$ cat config.mk
export PLATFORM = sky130hd
export DESIGN_NAME = pipe_reg_chain
export DESIGN_NICKNAME = d
export VERILOG_FILES = /design/src/rtl/pipe_reg_chain.sv
export SDC_FILE = /design/constraint.sdc
export NUM_CORES = 1
export LEC_CHECK = 0
export ABC_AREA = 1
export CORE_MARGIN = 2
export CORE_UTILIZATION = 55
export CTS_BUF_LIST = sky130_fd_sc_hd__clkbuf_4 sky130_fd_sc_hd__clkbuf_8
export DETAILED_ROUTE_END_ITERATION = 6
export GPL_ROUTABILITY_DRIVEN = 0
export GPL_TIMING_DRIVEN = 0
export PLACE_DENSITY = 0.78
export SKIP_CTS_REPAIR_TIMING = 1
export SLEW_MARGIN = 0
export SYNTH_ARGS = -nofsm -noshare
export SYNTH_HDL_FRONTEND = slang
export SYNTH_SLANG_ARGS = --single-unit
$ cat constraint.sdc
create_clock -name clk -period 2.6 [get_ports clk]
set_input_delay 0.52 -clock clk [delete_from_list [all_inputs] [get_ports clk]]
set_output_delay 0.52 -clock clk [all_outputs]
set_load 0.01 [all_outputs]
$ cat src/rtl/pipe_reg_chain.sv
// pipe_reg_chain: WIDTH-bit, DEPTH-stage bubble-collapsing register pipeline
// with valid/ready flow control, flush and occupancy count.
module pipe_reg_chain #(
    parameter int WIDTH = 8,
    parameter int DEPTH = 4,
    parameter logic [WIDTH-1:0] RST_VAL = '0
) (
    input  logic                       clk,
    input  logic                       reset,
    input  logic                       in_valid_i,
    input  logic [WIDTH-1:0]           in_data_i,
    output logic                       in_ready_o,
    output logic                       out_valid_o,
    output logic [WIDTH-1:0]           out_data_o,
    input  logic                       out_ready_i,
    input  logic                       flush_i,
    output logic [$clog2(DEPTH+1)-1:0] count_o
);
    localparam int CW = $clog2(DEPTH + 1);

    logic [DEPTH-1:0] v_q, v_d, adv;
    logic [WIDTH-1:0] d_q [DEPTH];
    logic [WIDTH-1:0] d_d [DEPTH];
    logic [CW-1:0]    count_q, count_d;
    logic             tail, in_xfer, out_xfer;

    // A stage may advance unless it and every stage downstream of it are full and the output stalls.
    always_comb begin
        adv  = '0;
        tail = 1'b1;
        for (int k = DEPTH - 1; k >= 0; k--) begin
            tail   = tail & v_q[k];
            adv[k] = !tail | out_ready_i;
        end
    end

    assign in_ready_o  = adv[0] & !flush_i;
    assign in_xfer     = in_valid_i & in_ready_o;
    assign out_xfer    = v_q[DEPTH-1] & out_ready_i;
    assign out_valid_o = v_q[DEPTH-1];
    assign out_data_o  = d_q[DEPTH-1];
    assign count_o     = count_q;

    always_comb begin
        v_d = v_q;
        d_d = d_q;
        count_d = flush_i ? '0 :
                  (in_xfer && !out_xfer) ? count_q + CW'(1) :
                  (out_xfer && !in_xfer) ? count_q - CW'(1) : count_q;
        if (flush_i) begin
            v_d = '0;
        end else begin
            if (adv[0]) begin
                v_d[0] = in_valid_i;
                if (in_valid_i) d_d[0] = in_data_i;
            end
            // Bubbles clear the valid bit but leave the data register untouched.
            for (int k = 1; k < DEPTH; k++) begin
                if (adv[k]) begin
                    v_d[k] = v_q[k-1];
                    if (v_q[k-1]) d_d[k] = d_q[k-1];
                end
            end
        end
    end

    always_ff @(posedge clk) begin
        if (!reset) begin
            v_q     <= '0;
            count_q <= '0;
            for (int k = 0; k < DEPTH; k++) d_q[k] <= RST_VAL;
        end else begin
            v_q     <= v_d;
            d_q     <= d_d;
            count_q <= count_d;
        end
    end
endmodule

==> After elaboration in Yosys (flattened, before gate mapping) <==
Index checks and enable logic that the tools add are counted.
{ "totals": {"mem_count": 0, "rom_bits": 0, "output_inout_bits": 13, "regBits": 39, "in_bits": 13, "elab_cells": 40, "mem_bits_rw": 0, "latchBits": 0} }
{ "classes": {"div_mod_pow": 0, "n_lt_le_gt_ge": 0, "shifts": 0, "reduce_logical": 15, "n_mux": 2, "bitwise_logic": 12, "n_mul": 0, "eq_ne": 0, "n_addsub": 2} }
{ "op_table": {"columns": ["operator", "count"], "rows": [
  ["3-bit AND reduction", 4],
  ["1-bit zero test", 7],
  ["1-bit bitwise AND", 6],
  ["3-bit two-way mux", 2],
  ["1-bit OR", 4],
  ["3-bit by 1-bit adder with 3-bit output (second input constant)", 1],
  ["3-bit by 1-bit subtractor with 3-bit output (second input constant)", 1],
  ["1-bit logical AND", 2],
  ["1-bit inverter", 2],
  ["2-bit nonzero test", 1],
  ["2-bit OR reduction", 1]
]} }

==> Depth between registers and ports, before layout <==
Gate-level depths: netlist of run 1.
{ "logic_depth": {"ltp_word": 11, "ltp_mapped": 14, "depth_no_buf": 13} }

==> Least setup slack after synthesis of run 1 <==
No wires, ideal clock.
{ "synth_timing": {"path_kind": "input -> register", "startpoint": "in out_ready_i", "endpoint": "reg count_q[2] (netlist: count_o[2])", "path_slack_ns": 0.603, "t_arrival_ns": 1.874, "cell_stages": 13, "setup_time_ns": 0.123, "cell_sequence": "nor2_4 > nand3_4 > buf_6 > inv_1 > nor3_1 > ha_1 > inv_1 > fa_1 > inv_1 > nand2_1 > nand3_1 > nand2_1 > nor3b_1"} }
{ "synth_via": {"elab_chain_len": 6, "elab_cells_between_ends": 10, "classes_between": "mux (1); bitwise (4); reduce/logical (5)"} }
{ "synth_rtl": {"columns": ["item", "line_no", "rtl"], "rows": [
  ["start: declaration", "15", "input logic out_ready_i,"],
  ["1-bit OR", "33", "adv[k] = !tail | out_ready_i;"],
  ["1-bit bitwise AND", "37", "assign in_ready_o = adv[0] & !flush_i;"],
  ["1-bit bitwise AND", "38", "assign in_xfer = in_valid_i & in_ready_o;"],
  ["1-bit zero test", "49", "(out_xfer && !in_xfer) ? count_q - CW'(1) : count_q;"],
  ["1-bit logical AND", "49", null],
  ["2-bit nonzero test (no source line)", null, null],
  ["end signal: assignment", "75", "count_q <= count_d;"],
  ["end: declaration", "24", "logic [CW-1:0] count_q, count_d;"]
]} }
Several ways; a longest one is shown, not always the timed one.
A chain may end at the register's enable or synchronous reset.

==> Worst setup path after layout of run 1 <==
{ "layout_timing": {"startpoint": "reg v_q[3]", "endpoint": "out in_ready_o"} }
{ "layout_via": {"elab_chain_len": 6} }
{ "layout_rtl": {"columns": ["item", "line_no", "rtl"], "rows": [
  ["start: declaration", "21", "logic [DEPTH-1:0] v_q, v_d, adv;"],
  ["start signal: assignment", "73", "v_q <= v_d;"],
  ["1-bit bitwise AND (3 in a row)", "32", "tail = tail & v_q[k];"],
  ["1-bit zero test", "33", null],
  ["1-bit OR", "33", null],
  ["1-bit bitwise AND", "37", null],
  ["end: declaration", "12", "output logic in_ready_o,"]
]} }
Every way passes these cells.

==> summary.txt, run 1 <==
STA
  – Final min period: 2416 ps
  – Tcrit/Tclk final: 0.9291
  – Fin Hold WS: 465.7 ps
  – RSZ-0062 raised after global routing: no
  – Clk_skew: 8.478 ps
  – Fmax: 414.0 MHz
  – Rel. slew slack: 0.6822
  – Final Max Slew Viols: 0
  – Final WS setup: 184.4 ps
  – Setup violators final: 0
  – Final Hold Vio Count: 0
  – Least-Margin Pin Slew: 476.7 ps

Yosys
  – Top cells by count, synth: 39 x dfxtp_1, 33 x nand2_1, 29 x nor2_1
  – Synth Flop Type: dfxtp_1
  – Ys Warns: 0
  – Post-Synth Simple-Gate Area: 0.2850
  – Syn_nets: 226
  – Seq cells post-synth: 39
  – Synth area leaders: dfxtp_1 48%, a21oi_1 8.6%, nand3_1 7.9%
  – Mapped Cells: 211
  – Seq/Total Area, Yosys: 0.4767
  – Compound-Gate Fraction of Synth Area: 0.1100
  – Main combinational cell family by area after synthesis: simple AND/OR/NAND/NOR gates
  – Syn_area_per_cell: 7.762 sq um
  – Top cell type's share of synthesized area: 0.4767
  – Yosys top cell by area: dfxtp_1
  – Post-synthesis xor/xnor area fraction: 0.005348
  – Top-count cell post-synth: dfxtp_1
  – Mapped Area: 1638 sq um
  – EDFF count, synth: 0
  – Adder-Cell Fraction of Synth Area: 0.01986
  – Post-synth ARST share: 0
  – Netlist cell types: 22
  – Post-synthesis mux area share: 0

Floorplan
  – Core Rows: 19
  – IO Count: 26
  – Die Area: 3430 sq um
  – Core Region: 2781 sq um
  – Chip Height: 58.57 um
  – Initial Utilization: 0.5888
  – Die width: 58.57 um

Route
  – Final ANT Viol Nets: 0
  – Post-DR vias/cell: 5.117
  – Avg WL per Cell: 10.65 um
  – Initial DRC Count: 44
  – Vias: 1397
  – Routed WL: 2907 um
  – DR pass1 iterations: 5
  – Residual DRC: 0

Clock tree
  – Clock Path Buffers: 2
  – Clock tree from TritonCTS: done
  – CTS H-Tree Depth: 2
  – Root Driver: clkbuf_4
  – Num CTS Buffers: 5
  – Clock sink total: 39
  – Worst-path clk slew: 110 ps
  – Worst-Skew Late Latency: 340 ps

Setup path
  – Crit end category: primary output
  – Crit-path max FO: 10
  – Critical Path RT: 2080 ps
  – Crit path DAT: 1900 ps
  – CP Launch Type: register
  – Crit Path Class: reg2out

Global route
  – Pin count of the biggest net entering global routing: 13
  – Gr usage total: 0.1909
  – Vias in the first global route: 1295
  – Gr ovfl total: 0
  – Global-route wire length before repair: 5057 um
  – Initial antenna violation count: 0

Finish
  – Fin cells: 273
  – Final instance area: 1967 sq um
  – Layout area overhead: 20.09%
  – Share of cells above drive strength 1: 0.1198
  – ANT cells: 0
  – Final #Nets: 256

Place
  – Placement Setup Slack: -211.4 ps
  – IO Port Bufs: 23
  – Detailed Place HPWL: 2248 um
  – Post-DP Area: 1907 sq um
  – Inst Count DP: 265

Power and ir drop
  – VDD IR max: 0.4574 mV
  – Total power draw: 1009 uW
  – PD cells: 513.1 nW/um^2
  – P_leak: 0.0007857 uW

Run status
  – Status: completed

Worst hold path
  – Hold Path Class: reg2reg

Run
  – Max-Cap Viols: 0
logic make-up (layout without fill, tap and decap cells):
| logic type | Yosys count | in the layout |
|---|---|---|
| fa+ha+maj | 2 | 2 |
| flops | 39 | 39 |
| compound gates | 36 | 36 |
| xor+xnor | 1 | 1 |
| buf+inv | 34 | 65 |
| simple gates | 99 | 99 |
cell usage in the layout, fill, tap and decap left out:
master,count
xor2_1,1
nand2_4,1
clkbuf_1,2
clkdlybuf4s50_1,22
nor2_2,1
dfxtp_1,39
nor2_4,3
a21oi_1,28
nand3_4,1
dlymetal6s2s_1,1
o21ai_0,8
ha_1,1
nor3_1,1
clkinvlp_4,1
nor3b_1,1
inv_1,20
nand3_1,26
nand3_2,1
nand2_1,33
buf_4,8
nor2_1,29
clkbuf_4,6
buf_2,3
fa_1,1
nand2_2,2
clkinv_2,1
buf_6,1
power by group:
part | switching (uW) | internal, uW
clock | 191 | 115
sequential | 8.33 | 611
combinational | 44.6 | 39.3
per-stage QoR:
| step | setup TNS [ps] | utilization |
|---|---|---|
| floorplan | 0 | - |
| global placement | -196.5 | 0.6856 |
| detailed placement | -264.1 | 0.6856 |
| CTS | 0 | 0.7063 |
| global route | 0 | 0.7072 |
| finish | 0 | 0.7072 |
sequential cells by signal (all words and copies together), names as in the netlist:
signal and count:
out_data_o 8, count_o 3, v_q 4, d_q 24
worst paths after layout:
check                             start         end  slack, ps  cells past startpoint
worst max register to register   v_q[3]  count_o[2]        380                     14
worst min-delay path            d_q[21]     d_q[21]        470                      2
worst min register to register  d_q[21]     d_q[21]        470                      2
worst max-delay path             v_q[3]  in_ready_o        180                      7
metal layers:
metal  GRT usage  wire, um  up-vias
met5           0         0        -
met4     0.05195        33        0
met3     0.05934       133        6
met2      0.3563      1515       33
met1      0.2073      1225      629
li1            -         -      729
critical path: stages, from the launching register on:
cell and delay (ps):
dfxtp_1 420, nand2_1 110, nor2_4 140, nand3_4 130, buf_6 170, inv_1 60, nor2_1 40, clkdlybuf4s50_1 480
layout make-up:
class / instances / area, sq um
clock inverters: 2 / 12.51
flip-flops and latches: 39 / 780.7
fillers: 239 / 814.5
well taps: 31 / 38.79
multi-input cells: 138 / 688.2
plain buffers: 14 / 93.84
clock buffers: 6 / 45.04
repair buffers: 23 / 232.7
inverters: 20 / 75.07
No activity file was read; power rests on OpenSTA's default activity.
==> run 2: changes to the inputs <==
--- a/config.mk
+++ b/config.mk
@@ -6,6 +6,7 @@
 export NUM_CORES = 1
 export LEC_CHECK = 0
 export ABC_AREA = 1
+export CORE_ASPECT_RATIO = 0.7
 export CORE_MARGIN = 2
 export CORE_UTILIZATION = 55
 export CTS_BUF_LIST = sky130_fd_sc_hd__clkbuf_4 sky130_fd_sc_hd__clkbuf_8
@@ -14,7 +15,8 @@
 export GPL_TIMING_DRIVEN = 0
 export PLACE_DENSITY = 0.78
 export SKIP_CTS_REPAIR_TIMING = 1
-export SLEW_MARGIN = 0
+export SLEW_MARGIN = 25
 export SYNTH_ARGS = -nofsm -noshare
 export SYNTH_HDL_FRONTEND = slang
 export SYNTH_SLANG_ARGS = --single-unit
+export TNS_END_PERCENT = 1
==> run 2 against run 1 <==
Register-to-register slack worse by 80 ps. Routed wire length rose by 10%. Setup slack got worse by 29 ps. Die area is 0.20% higher. Sequential share of layout area shrank 1.3 points. Utilization up 1.3 points. Total power grew 20%. Critical endpoint unchanged. Flip-flop and latch count did not move. First-iteration DRC count increased by 73%. Combinational power rose by 2%.
==> summary.txt, run 2 (synthesis results as in run 1) <==
Floorplan
  – Core Rows: 16 (-3)
  – Initial Utilization: 0.5802 (-0.008613)
  – Die width: 69.23 um (+18%)
  – IO Count: 26 (unchanged)
  – Chip Height: 49.66 um (-15%)
  – Core Region: 2823 sq um (+1.5%)
  – Die Area: 3437 sq um (+0.20%)

STA
  – Tcrit/Tclk final: 0.9404 (+0.01131)
  – Setup violators final: 0 (unchanged)
  – Fin Hold WS: 461.2 ps (-4.488 ps)
  – Final Max Slew Viols: 0 (unchanged)
  – Clk_skew: 5.475 ps (-3.003 ps)
  – Fmax: 409.0 MHz (-1.2%)
  – Final Hold Vio Count: 0 (unchanged)
  – Final min period: 2445 ps (+29.41 ps)
  – Least-Margin Pin Slew: 445.1 ps (-31.59 ps)
  – RSZ-0062 raised after global routing: no
  – Rel. slew slack: 0.7033 (+0.02106)

Clock tree
  – Clock tree from TritonCTS: done
  – Clock Path Buffers: 2 (unchanged)
  – Root Driver: clkbuf_8
  – Num CTS Buffers: 5 (unchanged)
  – Clock sink total: 39 (unchanged)
  – CTS H-Tree Depth: 2 (unchanged)
  – Worst-path clk slew: 70 ps (-40 ps)
  – Worst-Skew Late Latency: 290 ps (-50 ps)

Worst hold path
  – Hold Path Class: reg2reg
  – Worst hold stages: 2 (unchanged)

Route
  – Initial DRC Count: 76 (+73%)
  – Residual DRC: 0 (unchanged)
  – Avg WL per Cell: 11.55 um (+8.5%)
  – Post-DR vias/cell: 5.115 (about the same)
  – Routed WL: 3211 um (+10%)
  – Vias: 1422 (+1.8%)
  – DR pass1 iterations: 4 (-1)
  – Final ANT Viol Nets: 0 (unchanged)

Global route
  – Gr usage total: 0.2111 (+0.02019)
  – Initial antenna violation count: 0 (unchanged)
  – Global-route wire length before repair: 5713 um (+13%)
  – Gr ovfl total: 0 (unchanged)
  – Vias in the first global route: 1315 (+1.5%)
  – Pin count of the biggest net entering global routing: 13 (unchanged)

Finish
  – Fin cells: 278 (+1.8%)
  – Max reg flops: 24 (unchanged)
  – Layout area overhead: 24.14%
  – Final #Nets: 256 (unchanged)
  – Share of cells above drive strength 1: 0.1198 (unchanged)
  – Commonest non-fill, non-tap cell in the layout: dfxtp_1
  – Layout filler cell count: 223 (-6.7%)
  – Biggest register: d_q
  – Most frequent cells in the layout: 39 x dfxtp_1, 33 x nand2_1, 29 x nor2_1, 28 x a21oi_1, 26 x nand3_1
  – ANT cells: 0 (unchanged)

Run
  – Max-Cap Viols: 0 (unchanged)

Setup path
  – Crit path DAT: 1920 ps (+20 ps)
  – CP Launch Type: register
  – Crit-path max FO: 10 (unchanged)
  – Crit end category: primary output
  – Critical Path RT: 2080 ps (about the same)
  – Crit Path Class: reg2out
  – Worst reg2reg path depth: 14 (unchanged)

Place
  – Detailed Place HPWL: 2466 um (+9.7%)
  – Inst Count DP: 270 (+1.9%)
  – IO Port Bufs: 23 (unchanged)

Power and ir drop
  – P_leak: 0.0008145 uW (+3.7%)
  – PD cells: 597.9 nW/um^2 (+17%)
  – VDD IR max: 0.4082 mV (-11%)

Run status
  – Status: completed
==> run 2: cell types whose count changed in the layout (fill, tap and decap cells not counted) <==
cell / change
clkbuf_8: +6
bufinv_16: +1
clkinvlp_4: -1
clkbuf_4: -6
==> run 2: path summary, 6_finish.rpt <==
| kind | startpoint | endpoint | slack [ps] |
|---|---|---|---|
| hold / removal | d_q[17] | d_q[17] | 460 |
| hold reg to reg | d_q[17] | d_q[17] | 460 |
| setup / recovery | v_q[3] | in_ready_o | 160 |
| setup reg to reg | v_q[3] | count_o[2] | 300 |
==> run 2: per-layer routing <==
metal,part of all wire,track usage,vias to the layer above
li1,-,-,731
met2,0.46,0.3413,35
met3,0.047,0.05521,5
met5,0,0,-
met1,0.48,0.2621,651
met4,0.016,0.1078,0
==> run 2: through the flow <==
stage	util	power [uW]	cell area [sq um]	TNS, ps	worst slack (ps)
global placement	0.6777	713.9	1913	-92.55	-92.55
finish	0.7203	1216	2033	0	155.0
detailed placement	0.6777	719.1	1913	-415.5	-274.9
CTS	0.7194	1230	2031	-54.00	-52.64
global route	0.7203	1268	2033	0	12.06
floorplan	-	684.2	1638	0	602.7
==> run 2: area by class of cell <==
type | instances | area, sq um | area share
multi-input combinational | 138 | 688.2 | 0.3385
sequential | 39 | 780.7 | 0.3840
buffer | 14 | 93.84 | 0.04615
tap | 36 | 45.04 | 0.02215
timing repair buffer | 23 | 232.7 | 0.1145
clock buffer | 6 | 82.58 | 0.04062
clock inverter | 2 | 35.03 | 0.01723
inverter | 20 | 75.07 | 0.03692
==> run 2: where the power goes <==
part           leakage (uW)  internal [uW]  switching [uW]  total, uW
Clock             0.0000612            310             200        510
Sequential         0.000316            611            8.66        620
Combinational      0.000437           39.8            46.1       85.8
Total              0.000815            961             255       1220
==> run 2: worst max-delay path, cell delays in order (launching register included) <==
cell	delay (ps)
dfxtp_1	400
nand2_1	120
nor2_4	180
nand3_4	150
buf_6	180
inv_1	80
nor2_1	40
clkdlybuf4s50_1	480
==> run 3: changes to the inputs <==
--- a/config.mk
+++ b/config.mk
@@ -15,7 +15,7 @@
 export GPL_TIMING_DRIVEN = 0
 export PLACE_DENSITY = 0.78
 export SKIP_CTS_REPAIR_TIMING = 1
-export SLEW_MARGIN = 25
+export SLEW_MARGIN = 30
 export SYNTH_ARGS = -nofsm -noshare
 export SYNTH_HDL_FRONTEND = slang
 export SYNTH_SLANG_ARGS = --single-unit
==> results of run 3 <==
Same layout as run 2: the final DEF is identical, and so are final timing and power.
